--- src/rtl/retire_controller.sv ---
// In-order retirement sequencer for the active-list head. Released old_prd values
// are queued in a small FIFO that drains into the free list's single return port.
module retire_controller #(
  parameter int unsigned AL_SIZE      = 32,
  parameter int unsigned RETIRE_WIDTH = 2,
  parameter int unsigned PREG_W       = 6,
  parameter int unsigned FQ_DEPTH     = 4
) (
  input  logic                               clk,
  input  logic                               reset,
  input  logic                               flush,
  input  logic                               retire_block,
  input  logic [$clog2(AL_SIZE):0]           al_count,
  input  logic [RETIRE_WIDTH-1:0]            head_done,
  input  logic [RETIRE_WIDTH-1:0]            head_uses_rd,
  input  logic [RETIRE_WIDTH*PREG_W-1:0]     head_old_prd,
  output logic [RETIRE_WIDTH-1:0]            retire_valid,
  output logic [$clog2(RETIRE_WIDTH+1)-1:0]  retire_count,
  output logic                               fl_free_valid,
  output logic [PREG_W-1:0]                  fl_free_reg,
  input  logic                               fl_free_ready,
  output logic [31:0]                        retired_total
);

  localparam int unsigned AL_IDX_W = $clog2(AL_SIZE);
  localparam int unsigned PTR_W    = $clog2(FQ_DEPTH);
  localparam int unsigned CNT_W    = $clog2(FQ_DEPTH) + 1;
  localparam int unsigned RC_W     = $clog2(RETIRE_WIDTH + 1);

  typedef enum logic {RUN = 1'b0, HOLD = 1'b1} state_t;

  state_t              state;
  logic [PREG_W-1:0]   fifo_mem [FQ_DEPTH];
  logic [PTR_W-1:0]    rd_ptr;
  logic [PTR_W-1:0]    wr_ptr;
  logic [CNT_W-1:0]    fifo_count;
  logic [CNT_W-1:0]    fifo_space;
  logic [RC_W-1:0]     push_cnt;
  logic [PREG_W-1:0]   push_data [RETIRE_WIDTH];
  logic                pop;

  // Retire mask: stop at the first entry that is not done, beyond al_count,
  // or whose cumulative frees would overflow the space left in the FIFO.
  always_comb begin
    logic             ok;
    logic [CNT_W-1:0] frees;
    retire_valid = '0;
    retire_count = '0;
    frees        = '0;
    fifo_space   = CNT_W'(FQ_DEPTH) - fifo_count;
    ok           = (state == RUN) && !flush && !retire_block && !reset;
    for (int k = 0; k < RETIRE_WIDTH; k++) begin
      frees = frees + CNT_W'(head_uses_rd[k]);
      ok = ok && head_done[k] && ((AL_IDX_W+1)'(k) < al_count) && (frees <= fifo_space);
      retire_valid[k] = ok;
      retire_count    = retire_count + RC_W'(ok);
    end
  end

  // Compact the released registers of retiring entries into ascending push slots.
  always_comb begin
    push_cnt = '0;
    for (int j = 0; j < RETIRE_WIDTH; j++) begin
      push_data[j] = '0;
    end
    for (int k = 0; k < RETIRE_WIDTH; k++) begin
      if (retire_valid[k] && head_uses_rd[k]) begin
        push_data[push_cnt] = head_old_prd[k*PREG_W +: PREG_W];
        push_cnt = push_cnt + RC_W'(1);
      end
    end
  end

  assign fl_free_valid = (fifo_count != '0);
  assign fl_free_reg   = fl_free_valid ? fifo_mem[rd_ptr] : '0;
  assign pop           = fl_free_valid && fl_free_ready;

  always_ff @(posedge clk) begin
    if (reset) begin
      state         <= RUN;
      rd_ptr        <= '0;
      wr_ptr        <= '0;
      fifo_count    <= '0;
      retired_total <= '0;
    end else begin
      state         <= flush ? HOLD : RUN;
      rd_ptr        <= rd_ptr + PTR_W'(pop);
      wr_ptr        <= wr_ptr + PTR_W'(push_cnt);
      fifo_count    <= fifo_count + CNT_W'(push_cnt) - CNT_W'(pop);
      retired_total <= retired_total + 32'(retire_count);
    end
  end

  // FIFO storage carries no reset; occupancy alone decides what is valid.
  always_ff @(posedge clk) begin
    for (int k = 0; k < RETIRE_WIDTH; k++) begin
      if (RC_W'(k) < push_cnt) begin
        fifo_mem[wr_ptr + PTR_W'(k)] <= push_data[k];
      end
    end
  end

  a_thermometer: assert property (@(posedge clk) disable iff (reset)
    (retire_valid & RETIRE_WIDTH'(retire_valid + RETIRE_WIDTH'(1))) == '0);
  a_count_bound: assert property (@(posedge clk) disable iff (reset)
    fifo_count <= CNT_W'(FQ_DEPTH));
  a_no_overflow: assert property (@(posedge clk) disable iff (reset)
    (push_cnt == '0) || (CNT_W'(push_cnt) <= fifo_space));

endmodule

--- config.mk ---
export PLATFORM = sky130hd
export DESIGN_NAME = retire_controller
export DESIGN_NICKNAME = d
export VERILOG_FILES = /design/src/rtl/retire_controller.sv
export SDC_FILE = /design/constraint.sdc
export NUM_CORES = 1
export LEC_CHECK = 0
export ABC_AREA = 1
export BUFFER_PORTS_ARGS = -buffer_cell sky130_fd_sc_hd__buf_2
export CAP_MARGIN = 25
export CORE_ASPECT_RATIO = 1.1
export CORE_MARGIN = 1.5
export CORE_UTILIZATION = 50
export CTS_BUF_LIST = sky130_fd_sc_hd__clkbuf_4
export DETAILED_ROUTE_END_ITERATION = 10
export MAX_ROUTING_LAYER = met4
export PLACE_DENSITY = 0.7
export SLEW_MARGIN = 25
export SYNTH_ARGS = -nofsm -noshare
export SYNTH_HDL_FRONTEND = slang
export SYNTH_SLANG_ARGS = --single-unit
--- constraint.sdc ---
create_clock -name clk -period 6.1 [get_ports clk]
set_clock_uncertainty 0.2 [all_clocks]
set_input_delay 0.61 -clock clk [delete_from_list [all_inputs] [get_ports clk]]
set_output_delay 0.61 -clock clk [all_outputs]
set_load 0.02 [all_outputs]
# After elaboration in Yosys (flattened, before gate mapping)
# Memory sizes are Yosys's and may differ from the RTL's. A register that Yosys moved wholly into a read port is not among the register bits.
# Cells that the tools add are included.
# W data, S select, Z words.
[word_totals] memories=1 reg_bits=40 ram_bits=24 out_inout_bits=43 input_bits=27
[classes] n_lt_le_gt_ge=8 reduce_logical=17 mux=14 n_addsub=10 bitwise=2
[memory_table] name="fifo_mem" words=4 word_bits=6 rd=1 rd_clocked_by_memory_dff=1 write_ports=2 line="33" text="logic [PREG_W-1:0] fifo_mem [FQ_DEPTH];"
[ops] op="$add A32 B2 Y32" n=1
[ops] op="$mux W6" n=3
[ops] op="$logic_and A1 B1 Y1" n=13
[ops] op="$bwmux W12" n=1
[ops] op="$lt A1 B6 Y1 const A" n=2
[ops] op="$mux W12" n=1
[ops] op="$demux W6 S1" n=1
[ops] op="$mux W1" n=6
[ops] op="$add A1 B1 Y2" n=2
[ops] op="$add A2 B1 Y2 const B" n=2
[ops] op="$lt A1 B2 Y1 const A" n=2
[ops] op="$mux W2" n=2
[ops] op="$add A3 B2 Y3" n=1
[ops] op="$ge A3 B2 Y1 const B" n=1
[ops] op="$le A1 B3 Y1" n=1
[ops] op="$le A2 B3 Y1" n=1
[ops] op="$logic_not A1 Y1" n=3
[ops] op="$lt A3 B1 Y1 const B" n=1
[ops] op="$not A2 Y3" n=1
[ops] op="$reduce_bool A3 Y1" n=1
[ops] op="$sub A3 B1 Y3" n=1
[ops] op="$sub A3 B3 Y3 const A" n=1
[ops] op="$add A2 B1 Y2" n=1
[ops] op="$add A2 B2 Y2" n=1
[ops] op="$not A1 Y1" n=1

# Depth between registers and ports, before layout
# Gate-level depths: netlist (run 1).
[logic_depth] word_depth=16 ltp_mapped=22 depth_no_buf=22

# Worst setup path before layout (run 1)
# No wires, ideal clock.
[synth_timing] path_type="input to register" from="input port head_uses_rd[0]" to="register retired_total[28]" path_stages=21 setup_time_ps=110 path_slack_ps=2140 t_arrival_ps=3651 t_required_ps=5790 n_path_buf=0 cell_sequence="ha_1 -> inv_1 -> ha_1 -> nand2_1 -> nand2_1 -> a21oi_1 -> nor3_1 -> ha_1 -> ha_1 -> inv_1 -> fa_1 -> inv_1 -> nand2_2 -> nor2_2 -> nand2_2 -> nor2_8 -> nand3_2 -> nor2_1 -> nand2_1 -> nand2_1 -> nor2_1"
[synth_between] elab_chain_cells=7
[synth_lines] element="start: declaration" line="15" text="input logic [RETIRE_WIDTH-1:0] head_uses_rd,"
[synth_lines] element="$le A1 B3 Y1" line="54" text="ok = ok && head_done[k] && ((AL_IDX_W+1)'(k) < al_count) && (frees <= fifo_space);"
[synth_lines] element="$logic_and A1 B1 Y1 (3 in series)" line="54"
[synth_lines] element="$logic_and A1 B1 Y1 (*)" line="54"
[synth_lines] element="named net retire_valid[1]" line="17" text="output logic [RETIRE_WIDTH-1:0] retire_valid,"
[synth_lines] element="$add A1 B1 Y2 (*)" line="56" text="retire_count = retire_count + RC_W'(ok);"
[synth_lines] element="named net retire_count[0]" line="18" text="output logic [$clog2(RETIRE_WIDTH+1)-1:0] retire_count,"
[synth_lines] element="$add A32 B2 Y32 (*)" line="90" text="retired_total <= retired_total + 32'(retire_count);"
[synth_lines] element="end signal: assignment" line="90"
[synth_lines] element="end: declaration" line="22" text="output logic [31:0] retired_total"
# Mark *: on every way through the listed nets, which the timed path passes. The rest lies on a longest branch.
# A chain may end at the register's enable or synchronous reset.

# Final worst setup path (run 1)
[layout_timing] from="register fifo_count[0]" to="register fifo_count[2]"
[layout_between] elab_chain_cells=10
[layout_lines] element="start: declaration" line="36" text="logic [CNT_W-1:0] fifo_count;"
[layout_lines] element="start signal: assignment" line="89" text="fifo_count <= fifo_count + CNT_W'(push_cnt) - CNT_W'(pop);"
[layout_lines] element="branches (longest 9 deep; another with $sub A3 B3 Y3)"
[layout_lines] element="$sub A3 B1 Y3 (*)" line="89"
# Mark *: on every way between the ends.

==> results.ini, run 1 <==
[die]
ioPinCount=70
die_w_um=86.6
die_area_um2=8220
die_h_um=94.9
number_of_rows_created_at_floorplan=33
core_region_area_um2=7430
floorplan.initialDensity_pct=51.7

[hold_path]
min_from=flush
whs_path_depth=3
min-delay-path-class=input port to register
min_to=state$_SDFF_PP0_

[yosys]
syn-instance-count=540
synth_top_family_by_area=simple AND/OR/NAND/NOR gates
muxShareOfSynthArea_pct=0
yosysTopAreaCell=dfxtp_1
post_synthesis_sequential_element_count=64
yosysSeqAreaShare_pct=39.6
synth.yosys.warnings=0
most_used_flip_flop_cell_after_synthesis=dfxtp_1
synth_xor_area_share_pct=1.82
synthesized_cell_area_um2=3840
syn_area_per_cell_um2=7.11
ys_top_cells_by_area=dfxtp_1, edfxtp_1, nand2_1
count_of_flip_flops_with_a_built_in_enable_after_synthesis=24
yosys.cell_types.count=37
mappedNetlistNets=585
post-synth-top-area-fraction_pct=20.8
most_common_cell_in_the_netlist=nand2_1
netlist_top_cells_count=nand2_1, nor2_1, inv_1
synth_compound_gate_area_share_pct=8.89
synth-async-reset-ratio_pct=0
synth-adder-area-share_pct=6.25
synth_simple_gate_area_share_pct=34.7

[cells_and_area]
insertedDiodeCount=0
filler_cell_count=716
layout-area-overhead-vs-synth_pct=14.5
finalNetCount=654
final_layout_size_suffix_gt1_share_pct=17.1
finalInstanceArea_um2=4400

[setup_path]
endpoint_kind=register
cpMostUsedCell=ha_1
critical_path_start_type=register
worst_ep_arrival_time_ps=4000
largest_stage_delay_on_the_critical_path_ps=420
critical_path.cell_chain=inv_1 > ha_1 > inv_1 > ha_1 > nand2_1 > nand2_1 > a21oi_1 > nor2_1 > nand3_4 > clkinv_2 > ha_1 > inv_1 > ha_1 > inv_1 > ha_1 > fa_1 > xor2_1 > o21ai_0 > a21oi_1
timing.critical_path.required_ps=6240
ff2ff_path_depth=19
r2r_end=fifo_count[2]$_SDFF_PP0_
r2r_setup_slack_ps=2240
critical_path_peak_fanout=25
startpoint_of_the_lowest_slack_register_to_register_path=fifo_count[0]$_SDFF_PP0_
critical_path_class=register to register
critical_path.slowest_cell=dfxtp_1

[sta]
finalSetupViolCount=0
max-slew-margin-rel_pct=35.1
final-max-slew-violation-count=0
tightest_slew_ps=966
timing.setup.tns_ps=0
finalCriticalPeriod_ps=3860
fmax_mhz=259
finalHoldViolations=0
rsz_0062_raised_after_global_routing=no
timing.final.crit_share_pct=63.3

[clock_network]
cts_hold_buffers=0
clockBufferDepth=2
h-tree-depth=3
cts_resized=0
root_buffer=clkbuf_4
number_of_sinks_driven_by_the_clock_tree=64
clock_latency_ps=390
numCtsBuffers=9
cts_setup_buffers=0
cts_tree=yes
clock_pin_slew_on_the_worst_setup_and_hold_paths_ps=120

[placement]
dp_hpwl_um=7040
gp_congestion=0.904
port-buffer-count=69
postPlaceCellArea_um2=4240

[grt]
grt_start_max_net_pins=30
first_global_vias=3266
globalRouteTotalUtil_pct=23.3
antenna_found_initial=0
grt.overflow.total=0
grt_pass1_wl_um=14400

[detailed_routing]
average_via_count_per_standard_cell=5.16
drt_pre_antenna_iters=8
via_count=3620
drt-wirelength-per-cell_um=13.1
post_route_ant_nets=0
detail_route.iter0.violations=223
detail_route.drc_violations=0
route.final.wire_length_um=9180

[run]
cap_violations=0

[power]
power-per-cell-area_nw_per_um2=253
power_leakage_nw=1.98
ir_worst_vdd_v=0.000151

[status]
status=completed

[registers in the layout (all words and copies together) (netlist names)]
register	count
fifo_mem	24
wr_ptr	2
retired_total	32
state	1
fifo_count	3
rd_ptr	2
[worst max-delay path: cells and delay by family, from the launching register on]
kind,cells,cell delay [ps]
XOR/XNOR,1,170
AND/OR/NAND/NOR,4,340
AO/OA/AOI/OAI,3,380
flip-flops,1,420
adder cells (fa/ha/maj),6,1810
buffers and inverters,5,470
[metrics by stage]
stage	util (%)	hold slack [ps]	setup slack (ps)	cells	total power, mW
finish	59.2	242	2240	701	1.11
global route	59.2	237	1900	701	1.18
CTS	59.2	223	2220	701	1.12
detailed placement	57.0	266	2030	685	0.795
global placement	57.0	246	2150	685	0.783
floorplan	-	222	2140	540	0.711
[power by group]
| group | internal (mW) | switching, mW | leakage [nW] |
|---|---|---|---|
| clock | 0.167 | 0.163 | 0.0863 |
| sequential | 0.457 | 0.0234 | 0.556 |
| combinational | 0.110 | 0.194 | 1.33 |
| total | 0.734 | 0.380 | 1.98 |
[worst max path at each step]
stage,start,endpoint
finish,fifo_count[0]$_SDFF_PP0_,fifo_count[2]$_SDFF_PP0_
global placement,head_uses_rd[1],fifo_count[2]$_SDFF_PP0_
floorplan,head_uses_rd[0],retired_total[28]$_SDFF_PP0_
detailed placement,head_uses_rd[1],fifo_count[2]$_SDFF_PP0_
global route,fifo_count[0]$_SDFF_PP0_,fifo_count[2]$_SDFF_PP0_
CTS,fifo_count[0]$_SDFF_PP0_,fifo_count[2]$_SDFF_PP0_
[metal layers]
layer / part of all wire [%] / global-route usage (%)
met1: 44 / 27.8
met2: 50 / 40.3
met3: 5.8 / 3.76
met4: 0.85 / 7.39
met5: 0 / -
[cell usage in the layout (no fill, tap or decap), types with 2 or more instances in the layout]
master	instances
nand3_2	2
clkbuf_4	9
buf_2	69
nor3_1	12
nand2_2	5
nor3b_1	2
inv_1	71
o21ai_0	21
bufinv_16	2
ha_1	16
nand2_1	135
nor2_2	5
xnor2_1	3
nor2_4	2
nand3b_1	3
dfxtp_1	40
xor2_1	5
o21ai_1	6
or2_0	2
o31ai_1	4
fa_1	2
nor2_1	86
a21oi_1	29
nand4_1	6
nand3_1	38
clkinv_2	3
edfxtp_1	24
[final cells by class]
type	instances	area [µm²]	share of cell area, %
inverters	73	275	6.26
repair buffers	69	345	7.85
clock inverters	7	95.1	2.16
flip-flops and latches	64	1520	34.6
clock buffers	9	67.6	1.54
well taps	87	109	2.48
multi-input cells	392	1980	45.1
[cells by family after synthesis]
family,count (synthesis)
fa+ha+maj,18
xor+xnor,8
simple gates,303
buf+inv,84
compound gates,63
flops,64
(Power assumes the default switching activity.)
==> run 2: changes to the inputs <==
Clock period 6.1 ns to 4 ns, I/O delays scaled along.
==> results.ini, run 2 (synthesis gave the netlist of run 1 again) <==
[detailed_routing]
average_via_count_per_standard_cell=5.15  ; -0.25%
detail_route.iter0.violations=179  ; -20%
via_count=3647  ; +0.75%
drt-wirelength-per-cell_um=13.3  ; +1.3%
route.final.wire_length_um=9390  ; +2.3%
drt_pre_antenna_iters=5  ; -3
post_route_ant_nets=0  ; unchanged
detail_route.drc_violations=0  ; unchanged

[placement]
place_inst=689  ; +0.58%
dp_hpwl_um=7320  ; +3.9%
gp_congestion=0.861  ; -4.8%
port-buffer-count=69  ; unchanged

[die]
die_area_um2=8220  ; unchanged
floorplan.initialDensity_pct=51.7  ; unchanged
die_w_um=86.6  ; unchanged
number_of_rows_created_at_floorplan=33  ; unchanged
ioPinCount=70  ; unchanged
die_h_um=94.9  ; unchanged
core_region_area_um2=7430  ; unchanged

[setup_path]
largest_stage_delay_on_the_critical_path_ps=380  ; -40 ps
worst_ep_arrival_time_ps=3790  ; -210 ps
critical_path_peak_fanout=8  ; -68%
r2r_setup_slack_ps=310  ; -1920 ps
critical_path.slowest_cell=dfxtp_2
critical_path.cell_chain=inv_1 > ha_1 > inv_1 > ha_1 > nand2_1 > nand2_1 > a21oi_2 > nor3_1 > ha_1 > ha_1 > inv_1 > fa_1 > inv_1 > nand2_2 > nor2_4 > nand2_2 > nor2_8 > buf_4 > nand2_2 > nor2_2 > xnor2_1 > nor2_1
crit_start=fifo_count[0]$_SDFF_PP0_
ff2ff_path_depth=22  ; +3
startpoint_of_the_lowest_slack_register_to_register_path=fifo_count[0]$_SDFF_PP0_
critical_path_start_type=register
endpoint_kind=register
critical_path_class=register to register
timing.critical_path.required_ps=4110  ; -2130 ps
r2r_end=retired_total[22]$_SDFF_PP0_

[sta]
max-slew-margin-rel_pct=34.1  ; -1.0 points
final-max-slew-violation-count=0  ; unchanged
finalCriticalPeriod_ps=3690  ; -176 ps
tightest_slew_ps=981  ; +15.2 ps
finalHoldWorstSlack_ps=265  ; +22.6 ps
finalSetupViolCount=0  ; unchanged
finalHoldViolations=0  ; unchanged
timing.setup.tns_ps=0  ; unchanged
timing.final.crit_share_pct=92.1  ; +29 points
fmax_mhz=271  ; +4.8%
rsz_0062_raised_after_global_routing=no

[power]
power.internal_mw=1.02  ; +39%
power-per-cell-area_nw_per_um2=361  ; +42%
ir_worst_vdd_v=0.000161  ; +6.6%
clock_power_share_pct=23.8  ; -5.8 points
p_comb_share_pct=30.0  ; +2.7 points
sw_frac_of_total_pct=36.1  ; +2.0 points
report.power.total_mw=1.59  ; +43%
switchingPower_mw=0.575  ; +51%
share_seq_of_total_power_pct=46.2  ; +3.1 points
power_leakage_nw=1.99  ; +0.89%

[cells_and_area]
registers.top_by_ff_count=retired_total
largest_registers_ranked_by_flip_flop_count=retired_total: 32 flops, fifo_mem: 24 flops, fifo_count: 3 flops
layout-area-overhead-vs-synth_pct=14.9
largest_register_ff_count=32  ; unchanged
filler_cell_count=739  ; +3.2%
insertedDiodeCount=0  ; unchanged
finalNetCount=661  ; +1.1%
final_layout_size_suffix_gt1_share_pct=18.2  ; +1.1 points
most_common_library_cell_in_the_layout_ignoring_fill_and_taps=nand2_1
finish.cell_count_without_fillers=708  ; +1.0%
mostFrequentLayoutCells=nand2_1, nor2_1, inv_1

[run]
cap_violations=0  ; unchanged

[hold_path]
min-delay-path-class=input port to register
min_to=state$_SDFF_PP0_
min_from=reset
whs_path_depth=3  ; unchanged

[status]
status=completed

[clock_network]
number_of_sinks_driven_by_the_clock_tree=64  ; unchanged
clockBufferDepth=2  ; unchanged
clock_latency_ps=420  ; +30 ps
root_buffer=clkbuf_4
numCtsBuffers=9  ; unchanged
clock_pin_slew_on_the_worst_setup_and_hold_paths_ps=110  ; about the same
cts_tree=yes
h-tree-depth=3  ; unchanged

[grt]
grt.overflow.total=0  ; unchanged
globalRouteTotalUtil_pct=25.0  ; +1.7 points
first_global_vias=3404  ; +4.2%
grt_pass1_wl_um=15500  ; +7.1%
antenna_found_initial=0  ; unchanged
grt_start_max_net_pins=29  ; -3.3%

-- run 2: cell types whose count changed in the layout (fill, tap and decap cells not counted), sizes merged --
cell / delta
buf: +6
inv: -1
dlygate4sd3: +1
bufinv: -2
clkbuf: +3
-- run 2: worst max-delay path by stage --
stage	cells after the start	slack [ps]	end
floorplan	21	180	retired_total[28]$_SDFF_PP0_
global placement	22	490	retired_total[28]$_SDFF_PP0_
detailed placement	20	300	retired_total[24]$_SDFF_PP0_
CTS	22	240	retired_total[28]$_SDFF_PP0_
global route	22	20	retired_total[28]$_SDFF_PP0_
finish	22	310	retired_total[22]$_SDFF_PP0_
-- run 2: cell type report --
type / count / area [µm²] / share of cell area [%]
multi-input cells: 392 / 1990 / 45.2
well taps: 87 / 109 / 2.47
inverters: 73 / 275 / 6.24
clock inverters: 4 / 22.5 / 0.510
flip-flops and latches: 64 / 1520 / 34.5
repair buffers: 76 / 400 / 9.07
clock buffers: 12 / 90.1 / 2.04
-- run 2: repair_timing --
action | CTS | global route
hold buffers | 1 | 0
gates resized for setup | 0 | 3
buffers inserted | 0 | 2
endpoints found under the hold margin | 1 | 0
endpoints found under the setup margin | 0 | 4
-- run 2: power groups by stage --
stage               logic, mW  registers, mW  clock network [mW]
finish                  0.478          0.735               0.379
global route            0.549          0.740               0.415
CTS                     0.475          0.735               0.384
detailed placement      0.471          0.750                   0
global placement        0.452          0.747                   0
floorplan               0.357          0.727                   0
-- run 2: worst max-delay path: cells and delay by family, from the launching register on --
kind	cells	cell delay, ps
adders and majority gates	5	1400
DFF	1	380
AOI/OAI and AO/OA	1	130
and+or+nand+nor	10	900
buffers and inverters	5	430
xor gates and xnor gates	1	120
-- run 2: through the flow --
step	setup WS, ps	util (%)	instance area [µm²]
2_1_floorplan	175	-	3840
3_3_place_gp	485	57.4	4270
3_5_place_dp	302	57.4	4270
4_1_cts	239	59.0	4390
5_1_grt	21.1	59.4	4410
6_report	315	59.4	4410
-- run 2: routing by layer --
metal | track usage, % | routed length [µm] | up-vias
li1 | - | - | 1890
met1 | 29.4 | 4030 | 1623
met2 | 43.1 | 4710 | 121
met3 | 4.28 | 504 | 13
met4 | 8.47 | 136 | 0
met5 | - | 0 | -
